### config.mk
export PLATFORM = sky130hd
export DESIGN_NAME = imem_loader
export DESIGN_NICKNAME = d
export VERILOG_FILES = /design/src/rtl/imem_loader_pkg.sv /design/src/rtl/imem_loader_asm.sv /design/src/rtl/imem_loader.sv
export SDC_FILE = /design/constraint.sdc
export NUM_CORES = 1
export LEC_CHECK = 0
export ABC_AREA = 1
export CORE_ASPECT_RATIO = 1.1
export CORE_UTILIZATION = 55
export DETAILED_ROUTE_END_ITERATION = 8
export PLACE_DENSITY_LB_ADDON = 0.08
export SETUP_SLACK_MARGIN = 0.3
export SYNTH_ARGS = -nofsm -noshare
export SYNTH_HDL_FRONTEND = slang
export SYNTH_SLANG_ARGS = --single-unit
### constraint.sdc
create_clock -name clk -period 1.7 [get_ports clk]
set_clock_uncertainty 0.05 [all_clocks]
set_input_delay 0.17 -clock clk [delete_from_list [all_inputs] [get_ports clk]]
set_output_delay 0.17 -clock clk [all_outputs]
set_load 0.01 [all_outputs]
### src/rtl/imem_loader_pkg.sv
// Shared types, constants and helpers for the instruction-memory loader.
package imem_loader_pkg;

   typedef enum logic [2:0] {
      IDLE   = 3'd0,
      LEN_LO = 3'd1,
      LEN_HI = 3'd2,
      DATA   = 3'd3,
      WR     = 3'd4,
      CK     = 3'd5,
      FIN    = 3'd6
   } state_e;

   localparam int BYTES_PER_WORD = 4;
   localparam int LEN_W          = 16;

   // Bit count of value; 2048 -> 12 so the address counter can hold MEM_DEPTH itself.
   function automatic int clogb2(input int value);
      int n;
      n = 0;
      for (int v = value; v > 0; v = v >> 1) begin
         n = n + 1;
      end
      return n;
   endfunction

endpackage

### src/rtl/imem_loader_asm.sv
// Byte-to-word assembler: little-endian shift-in with a byte index counter.
// Optional 8-bit running sum of data bytes when IMEM_LOADER_CKSUM_EN is defined.
module imem_loader_asm
   import imem_loader_pkg::*;
#(
   parameter int INSTR_WIDTH = 32
) (
   input  logic                   clk,
   input  logic                   rst_n,
   input  logic                   clr_i,
   input  logic                   byte_en_i,
   input  logic [7:0]             byte_i,
   output logic                   last_o,
   output logic [INSTR_WIDTH-1:0] word_o
`ifdef IMEM_LOADER_CKSUM_EN
   ,
   output logic [7:0]             sum_o
`endif
);

   logic [1:0]             idx_q, idx_d;
   logic [INSTR_WIDTH-9:0] shift_q, shift_d;

   always_comb begin
      idx_d   = idx_q;
      shift_d = shift_q;
      if (clr_i) begin
         idx_d = 2'd0;
      end else if (byte_en_i) begin
         idx_d   = idx_q + 2'd1;
         shift_d = {byte_i, shift_q[INSTR_WIDTH-9:8]};
      end
   end

   always_ff @(posedge clk or negedge rst_n) begin
      if (!rst_n) begin
         idx_q   <= 2'd0;
         shift_q <= '0;
      end else begin
         idx_q   <= idx_d;
         shift_q <= shift_d;
      end
   end

   // The word is complete while its final byte is on the bus.
   assign last_o = (idx_q == 2'(BYTES_PER_WORD - 1));
   assign word_o = {byte_i, shift_q};

`ifdef IMEM_LOADER_CKSUM_EN
   logic [7:0] sum_q, sum_d;

   always_comb begin
      sum_d = sum_q;
      if (clr_i) begin
         sum_d = 8'h00;
      end else if (byte_en_i) begin
         sum_d = sum_q + byte_i;
      end
   end

   always_ff @(posedge clk or negedge rst_n) begin
      if (!rst_n) begin
         sum_q <= 8'h00;
      end else begin
         sum_q <= sum_d;
      end
   end

   assign sum_o = sum_q;
`endif

endmodule

### src/rtl/imem_loader.sv
// Instruction-memory loader: length header + little-endian words -> imem write port.
// Define IMEM_LOADER_CKSUM_EN to require a trailing checksum byte.
//
//   state  | meaning
//   IDLE   | waiting for i_load_start, stream not accepted
//   LEN_LO | accept length low byte
//   LEN_HI | accept length high byte, range check
//   DATA   | accept instruction bytes
//   WR     | one-cycle imem write of the assembled word
//   CK     | accept checksum byte (checksum build only)
//   FIN    | release the core, flag completion
module imem_loader
   import imem_loader_pkg::*;
#(
   parameter int INSTR_WIDTH = 32,
   parameter int MEM_DEPTH   = 2048,
   parameter int MEM_DEPTH_W = clogb2(MEM_DEPTH)
) (
   input  logic                   clk,
   input  logic                   rst,
   input  logic                   i_load_start,
   input  logic                   i_byte_valid,
   input  logic [7:0]             i_byte_data,
   output logic                   o_byte_ready,
   output logic                   o_instr_wena,
   output logic [MEM_DEPTH_W-1:0] o_instr_waddra,
   output logic [INSTR_WIDTH-1:0] o_instr_dina,
   output logic                   o_cpu_hold,
   output logic                   o_load_done,
   output logic                   o_load_err
);

   localparam logic [LEN_W-1:0] MAX_LEN = LEN_W'(MEM_DEPTH);
`ifdef IMEM_LOADER_CKSUM_EN
   localparam state_e AFTER_LAST = CK;
`else
   localparam state_e AFTER_LAST = FIN;
`endif

   state_e                 state_q, state_d;
   logic [7:0]             len_lo_q, len_lo_d;
   logic [MEM_DEPTH_W-1:0] rem_q, rem_d;
   logic [MEM_DEPTH_W-1:0] addr_q, addr_d;
   logic [MEM_DEPTH_W-1:0] waddr_q, waddr_d;
   logic [INSTR_WIDTH-1:0] dina_q, dina_d;
   logic                   wena_q, wena_d;
   logic                   hold_q, hold_d;
   logic                   done_q, done_d;
   logic                   err_q, err_d;

   logic                   ready;
   logic                   byte_acc;
   logic                   asm_clr;
   logic                   asm_en;
   logic                   asm_last;
   logic [INSTR_WIDTH-1:0] asm_word;
   logic [LEN_W-1:0]       len_full;
`ifdef IMEM_LOADER_CKSUM_EN
   logic [7:0]             asm_sum;
`endif

   always_comb begin
      ready = 1'b0;
      case (state_q)
         LEN_LO, LEN_HI, DATA: ready = 1'b1;
`ifdef IMEM_LOADER_CKSUM_EN
         CK:                   ready = 1'b1;
`endif
         default:              ready = 1'b0;
      endcase
   end

   assign byte_acc = i_byte_valid && ready;
   assign asm_en   = byte_acc && (state_q == DATA);
   assign len_full = {i_byte_data, len_lo_q};

   imem_loader_asm #(
      .INSTR_WIDTH(INSTR_WIDTH)
   ) u_asm (
      .clk       (clk),
      .rst_n     (rst),
      .clr_i     (asm_clr),
      .byte_en_i (asm_en),
      .byte_i    (i_byte_data),
      .last_o    (asm_last),
      .word_o    (asm_word)
`ifdef IMEM_LOADER_CKSUM_EN
      ,
      .sum_o     (asm_sum)
`endif
   );

   always_comb begin
      state_d  = state_q;
      len_lo_d = len_lo_q;
      rem_d    = rem_q;
      addr_d   = addr_q;
      waddr_d  = waddr_q;
      dina_d   = dina_q;
      wena_d   = 1'b0;
      hold_d   = hold_q;
      done_d   = done_q;
      err_d    = err_q;
      asm_clr  = 1'b0;
      case (state_q)
         IDLE: begin
            if (i_load_start) begin
               state_d = LEN_LO;
               done_d  = 1'b0;
               err_d   = 1'b0;
               hold_d  = 1'b1;
               addr_d  = '0;
               asm_clr = 1'b1;
            end
         end
         LEN_LO: begin
            if (byte_acc) begin
               len_lo_d = i_byte_data;
               state_d  = LEN_HI;
            end
         end
         LEN_HI: begin
            if (byte_acc) begin
               if (len_full > MAX_LEN) begin
                  err_d   = 1'b1;
                  state_d = FIN;
               end else if (len_full == '0) begin
                  state_d = AFTER_LAST;
               end else begin
                  rem_d   = len_full[MEM_DEPTH_W-1:0];
                  state_d = DATA;
               end
            end
         end
         DATA: begin
            if (byte_acc && asm_last) begin
               waddr_d = addr_q;
               dina_d  = asm_word;
               wena_d  = 1'b1;
               state_d = WR;
            end
         end
         WR: begin
            // rem_q counts words still owed, including the one being written now
            addr_d  = addr_q + MEM_DEPTH_W'(1);
            rem_d   = rem_q - MEM_DEPTH_W'(1);
            state_d = (rem_q == MEM_DEPTH_W'(1)) ? AFTER_LAST : DATA;
         end
`ifdef IMEM_LOADER_CKSUM_EN
         CK: begin
            if (byte_acc) begin
               if (8'(asm_sum + i_byte_data) != 8'h00) begin
                  err_d = 1'b1;
               end
               state_d = FIN;
            end
         end
`endif
         FIN: begin
            hold_d  = 1'b0;
            done_d  = 1'b1;
            state_d = IDLE;
         end
         default: state_d = IDLE;
      endcase
   end

   always_ff @(posedge clk or negedge rst) begin
      if (!rst) begin
         state_q  <= IDLE;
         len_lo_q <= 8'h00;
         rem_q    <= '0;
         addr_q   <= '0;
         waddr_q  <= '0;
         dina_q   <= '0;
         wena_q   <= 1'b0;
         hold_q   <= 1'b0;
         done_q   <= 1'b0;
         err_q    <= 1'b0;
      end else begin
         state_q  <= state_d;
         len_lo_q <= len_lo_d;
         rem_q    <= rem_d;
         addr_q   <= addr_d;
         waddr_q  <= waddr_d;
         dina_q   <= dina_d;
         wena_q   <= wena_d;
         hold_q   <= hold_d;
         done_q   <= done_d;
         err_q    <= err_d;
      end
   end

   assign o_byte_ready   = ready;
   assign o_instr_wena   = wena_q;
   assign o_instr_waddra = waddr_q;
   assign o_instr_dina   = dina_q;
   assign o_cpu_hold     = hold_q;
   assign o_load_done    = done_q;
   assign o_load_err     = err_q;

endmodule
Word-level counts from Yosys, hierarchy flattened
Cells that the tools add are included.

Flip-flop bits (word level): 109. Output and inout bits: 49. Word-level logic and storage cells: 78.

$add $sub $neg: 3. Order comparisons: 1. Equal/unequal tests: 14. Mux-type cells: 28. Bitwise logic cells: 1. Reduce and logical (&&, ||, !) cells: 19.

Operators with widths (count): 2-to-1 mux 12 bit (4); one-hot mux 12 bit (2 select lines) (2); 2-to-1 mux 3 bit (7); greater-than comparator 16 x 12 -> 1 bit (second input constant) (1); logical NOT 16 bit (1); one-hot mux 3 bit (5 select lines) (1); adder 12 x 1 -> 12 bit (second input constant) (1); equality test 12 x 1 -> 1 bit (second input constant) (1); != test 2 bit (second input constant) (6); AND reduction 4 bit (3); subtractor 12 x 1 -> 12 bit (second input constant) (1); AND reduction 2 bit (5); nonzero test 2 bit (5); 2-to-1 mux 1 bit (9); equality test 3 x 2 -> 1 bit (second input constant) (2); equality test 3 bit (second input constant) (2); one-hot mux 1 bit (2 select lines) (3); 2-to-1 mux 2 bit (2); equality test 3 x 1 -> 1 bit (second input constant) (1); logical AND 1 bit (3); logical NOT 3 bit (1); OR reduction 3 bit (1); adder 2 x 1 -> 2 bit (second input constant) (1); equality test 2 bit (second input constant) (1); other kinds (2) (2).

Longest topological paths before layout
Depth in word-level cells: 7. Mapped depth: 11. Depth with buffers taken out: 10.

Modules after synthesis
A second synthesis with hierarchy kept.

Cell total of the unflattened synthesis: 626. Area, all modules: 5170.0 um^2.

Modules (own cells, without submodules): imem_loader (times used 1, cells an instance 502, area an instance 3995.1 um^2); imem_loader_asm (times used 1, cells an instance 124, area an instance 1174.9 um^2).

Worst setup path before layout
OpenSTA, ideal clock, no wires.

Path type: register to register. From: register addr_q[0]. To: register addr_q[10]. Setup time: 126 ps. Arrival: 1298 ps. Data required time: 1524 ps. Slack: 226 ps. Cell stages (with the launch flop): 8. Buffers on the path: 0. Cells stage by stage: dfrtp_1 > ha_1 > nand2_1 > nor2_1 > nand4_1 > or2_2 > nand3_1 > o21ai_0.

Word-level cells in the longest chain between the ends: 2.

Ends and longest elaborated chain: from (decl) (RTL line imem_loader.sv:43) `logic [MEM_DEPTH_W-1:0] addr_q, addr_d;`; from (signal assigned) (RTL line imem_loader.sv:184) `addr_q <= addr_d;`; adder 12 x 1 -> 12 bit (RTL line imem_loader.sv:145) `addr_d = addr_q + MEM_DEPTH_W'(1);`; one-hot mux 12 bit (2 select lines) (RTL line imem_loader.sv:105) `case (state_q)`.

Every way passes these cells. A chain may end at the register's enable or synchronous reset.

Worst setup path after layout
From: register state_q[1]. To: register rem_q[10].

Word-level cells in the longest chain between the ends: 6.

Ends and longest elaborated chain: from (decl) (RTL line imem_loader.sv:40) `state_e state_q, state_d;`; from (signal assigned) (RTL line imem_loader.sv:181) `state_q <= state_d;`; equality test 3 x 2 -> 1 bit, or another cell as far along (RTL line imem_loader.sv:64) `case (state_q)`; OR reduction 3 bit (RTL line imem_loader.sv:64); 2-to-1 mux 1 bit (RTL line imem_loader.sv:64); logical AND 1 bit (RTL line imem_loader.sv:73) `assign byte_acc = i_byte_valid && ready;`; != test 2 bit (no source line); AND reduction 4 bit (no source line); to (signal assigned) (RTL line imem_loader.sv:183) `rem_q <= rem_d;`; to (decl) (RTL line imem_loader.sv:42) `logic [MEM_DEPTH_W-1:0] rem_q, rem_d;`.

Parallel ways exist; a longest one is shown, timed or not.

==> summary.txt <==
Status = finished clean
Flops & latches, synth = 109
Count of non-filler cells in the finished layout = 839
Layout cells sized above 1 = 23.6%
Power share of the combinational group = 41.7%
Internal cell power = 0.00536 W
Antenna viol nets, final = 0
Grt ovf = 0
Critical Path End = rem_q[10]
CTS H-Tree Depth = 3
Area Overhead vs Synth = 38.9%
Top-area cell type share of the netlist area = 55.7%
Core Rows = 35
Critical path endpoint category = flop
Area post-placement = 5760 sq um
Final Hold Viols = 0
Pwr Density = 1320 nW/um^2
Worst-path clk slew = 110 ps
Die width = 92.0 microns
Setup violators final = 0
RSZ-0062 raised after global routing = yes
Initial core utilization = 57.7%
Clk pwr share = 16.7%
Post-Synth Simple-Gate Area = 24.7%
DRC = 0
Flop pwr share = 41.6%
Yosys warning total = 0
Syn Area/Cell = 8.11 sq um
First-pass GRT wire length = 19.4 mm
Clock Sinks = 109
Gr usage total = 26.9%
Initial antenna violation count = 0
Vias in the first global route = 4074
WL per Instance = 16.3 microns
Worst-Skew Late Latency = 370 ps
Compound-gate portion of the synthesized area = 10.8%
Mux share of post-synthesis cell area = 0%
Largest net degree at the start of global routing = 35
Root Driver = clkbuf_8
Reg2reg path depth = 11
FMAX = 624 MHz
TritonCTS clock tree = done
# diodes = 0
Crit Path Max Fanout = 6
R2R setup slack = 100 ps
Synth Area in XOR/XNOR = 0.358%
Post-DR vias/cell = 5.45
Worst Setup SP = state_q[1]
Max Cap Violations = 0
Final period util = 94.3%
Max Transition Viols Final = 0
RePlAce Congestion = 0.882
Crit path kind = reg2reg
Num CTS Buffers = 9
Total chip power = 0.00897 W
Least-Margin Pin Slew = 357 ps
Syn Nets = 620
Adder-cell share of the synthesized area = 1.02%
Most frequent cells in the layout = 181 x nand2_1, 108 x dfrtp_1, 56 x inv_1, 48 x dlygate4sd2_1, 41 x o21ai_0
Post-Synthesis Cells = 604
Min-delay worst type = in2async
DR pass1 iterations = 5
Post-route cell area = 6800 sq um
Core area = 8500 sq um
Dpl hpwl = 7.74 mm
Final WL = 13.7 mm
Cell taking the most area after synthesis = dfrtp_1
Dpl cells = 778
Worst Path Arrival = 1860 ps
Synth Cell Area = 4900 sq um
Min Tclk post-route = 1600 ps
Max IR drop VDD = 0.000926 V
# IOs = 61
Die area = 9290 sq um
Initial DRC count = 240
# nets final = 739
Psw = 0.00361 W
Max-slew headroom = 76.2%
CTS Buffer Depth = 2
Req. time, crit path = 1960 ps
IO buf count = 60
Worst R2R End = rem_q[10]
Post-synthesis sequential area ratio = 55.7%
Synth area leaders = dfrtp_1 56%, nand2_1 16%, o21ai_0 6.6%
Commonest non-fill, non-tap cell in the layout = nand2_1
Largest family of logic cells by synthesized area = simple AND/OR/NAND/NOR gates
Unique masters post-synth = 27
Die Y = 101 microns
Switch share = 40.3%
Lkg Pwr = 3.52 nW
Via count = 4573
Reg2Reg Launch Point = state_q[1]
CP startpoint kind = flop
==> cell type report <==
cell class | count | area (sq um)
Sequential cell | 109 | 2730
Multi-Input combinational cell | 409 | 2110
Fill cell | 557 | 1690
Timing Repair Buffer | 126 | 1350
Inverter | 65 | 272
Tap cell | 111 | 139
Clock buffer | 10 | 128
Clock inverter | 6 | 56.3
Timing Repair inverter | 3 | 21.3
==> stage by stage <==
stage          TNS (ps)  util (%)  hold WS (ps)  setup WS [ps]
6_report              0      80.1           184           97.4
5_1_grt               0      80.1           200           15.5
4_1_cts               0      73.5           184            167
3_5_place_dp      -1860      67.8          46.7           -179
3_3_place_gp      -1410      67.8          49.9           -123
2_1_floorplan         0         -          -176            264
==> cells in the mapped netlist <==
master and count:
o21ai_1 22, o21ai_2 4, xor2_1 1, clkbuf_1 3, inv_1 61, nand2_2 2
buf_4 1, xnor2_1 1, dfrtp_1 109, buf_6 3, a21oi_1 6, buf_1 1
nand2_1 214, o21ai_0 65, or2_2 1, nand4_1 3, o22ai_1 2, buf_2 13
nor2_4 1, nand3_1 26, inv_2 4, nor2_2 3, ha_1 4, o21bai_1 2
nor2_1 45, nand3b_1 2, nor3_1 5
==> worst min-delay path by stage <==
stage / start / to / slack, ps
after global routing: rst / o_instr_wena / 200
after detailed placement: rst / o_instr_waddra[5] / 50
after floorplan: rst / addr_q[0] / -180
after CTS: rst / o_instr_waddra[5] / 180
final: rst / o_instr_waddra[5] / 180
after global placement: rst / o_instr_waddra[6] / 50
==> routing by layer <==
metal,track usage (%),part of all wire (%)
met2,46.2,53
met5,0,0
met4,8.53,2.1
met3,4.37,5.3
met1,35.0,40
==> power by group through the flow <==
stage | Combinational, W | Sequential, W | Clock [W]
after floorplan | 0.00179 | 0.00366 | 0
after global placement | 0.00265 | 0.00371 | 0
after detailed placement | 0.00274 | 0.00373 | 0
after CTS | 0.00311 | 0.00368 | 0.00151
after global routing | 0.00413 | 0.00379 | 0.00162
final | 0.00374 | 0.00373 | 0.00149
==> worst max-delay path, cell delays in order, from the launching register on <==
cell       delay, ps
dfrtp_1          410
buf_6            130
nor2_4           110
nand2_2           90
nand2_2           90
nand2_2           70
inv_2             60
nand2_2           70
nor2_4           180
clkbuf_16        180
nand2_1           50
nand2_1           50
==> flip-flops by register name, summed over array words and instances, names as in the netlist <==
| register | flops |
|---|---|
| addr_q | 12 |
| o_instr_waddra | 12 |
| o_instr_wena | 1 |
| o_load_done | 1 |
| u_asm.shift_q | 24 |
| o_load_err | 1 |
| o_instr_dina | 32 |
| state_q | 3 |
| len_lo_q | 8 |
| u_asm.idx_q | 2 |
| rem_q | 12 |
| o_cpu_hold | 1 |
==> logic make-up after synthesis <==
family / count (synthesis)
AOI/OAI and AO/OA: 101
xor gates and xnor gates: 2
adders and majority gates: 4
buffers and inverters: 86
DFF: 109
and+or+nand+nor: 302
==> what timing repair did <==
action,4_1_cts,5_1_grt
gates cloned,5,10
pin swaps,8,16
endpoints found under the setup margin,143,104
hold buffers,1,0
gates resized for setup,104,94
setup buffers,17,12
endpoints found under the hold margin,86,0
Power figures use the tool's default switching activity.
==> RTL change 1 (same settings) <==
Add a define of `IMEM_LOADER_CKSUM_EN`.
--- a/src/rtl/imem_loader_asm.sv
+++ b/src/rtl/imem_loader_asm.sv
@@ -1,4 +1,6 @@
 // Byte-to-word assembler: little-endian shift-in with a byte index counter.
 // Optional 8-bit running sum of data bytes when IMEM_LOADER_CKSUM_EN is defined.
+`define IMEM_LOADER_CKSUM_EN
+
 module imem_loader_asm
    import imem_loader_pkg::*;
Function: changed (a bounded check fails within 4 cycles, from zero or initial values and one cycle with rst low).
==> RTL change 1 against the original RTL <==
  * The run now fails in global routing
  * Synthesized area is 11% higher
==> RTL change 1: results (changes against the original RTL) <==
[status]
status=did not finish  ; was finished clean
lastStage=global routing
firstError=[ERROR DPL-0038] Utilization greater than 100%, impossible to legalize

[synthesis]
async_reset_ff_frac=1.00  ; unchanged
ys.warnings.count=0  ; unchanged
synth_common_cells=193 x nand2_1, 117 x dfrtp_1, 72 x inv_1, 72 x o21ai_0, 34 x nand3_1  ; was 214 x nand2_1, 109 x dfrtp_1, 65 x o21ai_0
synth_nets=670  ; was 620
synth.distinct_cells=33  ; was 27
ys_top_cells_by_area=dfrtp_1 54%, nand2_1 13%, o21ai_0 6.6%  ; was dfrtp_1 56%, nand2_1 16%, o21ai_0 6.6%
ys.flop_type=dfrtp_1  ; unchanged
yosysSeqAreaShare=0.540  ; was 0.557

[clock_network]
cts_buffer_depth=2  ; unchanged
cts-root-buf=clkbuf_8  ; unchanged
clock_sinks=117  ; was 109
cts_made_buffers=17  ; was 9
cts.htree.levels=4  ; was 3

[timing]
worstEndpointGrtRepair=o_load_err$_DFFE_PN0P_/D
endpoint_type=register input

[placed_design]
port_buffers=60  ; unchanged
place.gp.congestion=0.893  ; was 0.882
dp_hpwl_mm=8.60  ; was 7.74 mm

[global_routing]
grt_max_degree=118

RTL change 1: cell types whose count changed after synthesis, moves of 7 or more:
| cell | change |
|---|---|
| a21oi_1 | +7 |
| a22o_1 | +7 |
| dfrtp_1 | +8 |
| ha_1 | +7 |
| inv_1 | +11 |
| nand2_1 | -21 |
| nand3_1 | +8 |
| nor2_1 | -16 |
| o21ai_0 | +7 |
| o21ai_1 | +7 |
RTL change 1: stage by stage:
| step | instances | setup slack (ns) | hold slack [ns] | setup TNS [ns] | area, µm² |
|---|---|---|---|---|---|
| CTS | 954 | -0.0816 | 0.256 | -0.261 | 8700 |
| detailed placement | 850 | -0.401 | 0.264 | -5.16 | 6510 |
| global placement | 850 | -0.363 | 0.261 | -4.33 | 6510 |
| floorplan | 646 | 0.0177 | -0.176 | 0 | 5530 |
RTL change 1: cell families after synthesis:
group	Yosys count	share of synthesized area
AOI/OAI and AO/OA	139	0.141
xor gates and xnor gates	5	0.00808
adders and majority gates	12	0.0291
buffers and inverters	101	0.0750
DFF	117	0.540
muxes	1	0.00185
and+or+nand+nor	271	0.205
RTL change 1: timing repair:
| item | in CTS |
|---|---|
| cloned | 17 |
| pin swaps | 53 |
| gates resized for setup | 344 |
| setup endpoints to repair | 163 |
| setup buffers | 54 |
| hold buffers | 1 |
| endpoints found under the hold margin | 117 |
==> RTL change 2 (config.mk and constraints unchanged) <==
Made on the original files. `dina_q` no longer has a reset.
--- a/src/rtl/imem_loader.sv
+++ b/src/rtl/imem_loader.sv
@@ -173,5 +173,4 @@
          addr_q   <= '0;
          waddr_q  <= '0;
-         dina_q   <= '0;
          wena_q   <= 1'b0;
          hold_q   <= 1'b0;
@@ -184,5 +183,4 @@
          addr_q   <= addr_d;
          waddr_q  <= waddr_d;
-         dina_q   <= dina_d;
          wena_q   <= wena_d;
          hold_q   <= hold_d;
@@ -190,4 +188,8 @@
          err_q    <= err_d;
       end
+   end
+
+   always_ff @(posedge clk) begin
+      dina_q <= dina_d;
    end
 
Check against the original RTL: differs if rst is asserted again (counterexample within 10 cycles, from zero or initial values and one cycle with rst low); with rst held inactive, the same outputs for 10 cycles.
==> RTL change 2 against the original RTL <==
  * Synthesized cell count fell by 13%
  * Maximum frequency fell by 4.4%
  * Die area fell by 3.6%
  * Routed wire length fell by 20%
  * Sequential power rose by 2%
  * Global-route usage fell by 2.5 points
  * Power rose by 0.67%
  * Critical path type unchanged
  * Final area fell by 5.0%
  * Hold slack improved by 0.050 ns
  * Setup slack got worse by 0.075 ns
  * First-iteration DRC count rose by 13%
  * Sequential cell count did not move
  * Synthesized area fell by 3.7%
  * Sequential share of layout area rose by 4.6 points
==> RTL change 2: results (changes against the original RTL) <==
[finish]
n_all_buffers=120  ; was 126
clock_area_frac=0.0333  ; was 0.0270
multi_input_gates=340  ; was 409
layout-drive-gt1-share=0.235  ; was 0.236
multi_input_area_mm2=0.00178  ; was 0.00211 mm²

[global_routing]
use_met2=0.412  ; was 0.462
use_met3=0.0275  ; was 0.0437
grtUsageMet1=0.327  ; was 0.350
grt_pass1_vias=3660  ; was 4,074
grt_pass1_wl_mm=17.0  ; was 19.4 mm

[synthesis]
synth_edf_count=32  ; was 0
ys_top_cells_by_area=dfrtp_1 41%, edfxtp_1 20%, nand2_1 13%  ; was dfrtp_1 56%, nand2_1 16%, o21ai_0 6.6%
async_reset_ff_frac=0.706  ; was 1.00
synth.distinct_cells=25  ; was 27
avgSynthCellArea_um2=9.02  ; was 8.11 µm²
synth_common_cells=167 x nand2_1, 77 x dfrtp_1, 55 x inv_1, 55 x nor2_1, 42 x o21ai_0  ; was 214 x nand2_1, 109 x dfrtp_1, 65 x o21ai_0

[drt]
dr_wl_met3_um=383  ; was 719 µm
wl_met2_mm=5.57  ; was 7.20 mm
drt-total-wl_mm=10.9  ; was 13.7 mm

[power]
internal_power_w=0.00556  ; was 0.00536 W
comb_power_share=0.400  ; was 0.417
leakage_nw=3.15  ; was 3.52 nW

[setup_path]
crit_path_end=rem_q[0]  ; was rem_q[10]
rr_startpoint=len_lo_q[5]  ; was state_q[1]
critPathLaunch=len_lo_q[5]  ; was state_q[1]
reg2regPathDepth=10  ; was 11

[placed_design]
place.gp.congestion=0.858  ; was 0.882
placed_cells=705  ; was 778

[status]
status=finished clean  ; unchanged

==> RTL change 2: changes by cell type in the layout (fill, tap and decap cells not counted), moves of 12 or more <==
cell,before,now
nor2_1,32,44
nand2_1,181,150
edfxtp_1,0,32
nand2_2,25,12
dfrtp_1,108,77
o21ai_0,41,21
==> RTL change 2: cells by family after synthesis <==
kind of cell,synth area share
buf+inv,0.0650
fa+ha+maj,0.0106
flops,0.612
xor+xnor,0.00371
compound gates,0.0862
simple gates,0.222
==> RTL change 2: worst min-delay path by stage <==
| stage | slack [ns] | cells past startpoint | to | from |
|---|---|---|---|---|
| 2_1_floorplan | -0.18 | 0 | addr_q[0] | rst |
| 3_3_place_gp | 0.12 | 1 | u_asm.shift_q[3] | rst |
| 3_5_place_dp | 0.12 | 1 | u_asm.shift_q[3] | rst |
| 4_1_cts | 0.24 | 2 | u_asm.shift_q[6] | rst |
| 5_1_grt | 0.27 | 2 | u_asm.shift_q[3] | rst |
| 6_report | 0.23 | 2 | u_asm.shift_q[3] | rst |
==> RTL change 2: per-stage QoR <==
step / area (µm²) / setup TNS (ns) / total power, W / hold slack (ns) / worst slack [ns]
after floorplan: 4730 / -5.31 / 0.00550 / -0.176 / -0.239
after global placement: 5620 / -0.324 / 0.00627 / 0.120 / -0.0287
after detailed placement: 5620 / -2.10 / 0.00638 / 0.122 / -0.0836
after CTS: 6150 / 0 / 0.00843 / 0.244 / 0.140
after global routing: 6470 / -0.246 / 0.00962 / 0.273 / -0.0453
final: 6470 / 0 / 0.00903 / 0.234 / 0.0228
==> RTL change 2: repair_timing <==
action,in CTS,in global routing
hold endpoints to repair,34,0
buffers inserted,19,12
cloned,4,1
resized for setup,104,58
pin swaps,9,22
endpoints found under the setup margin,156,108
hold buffers,1,0
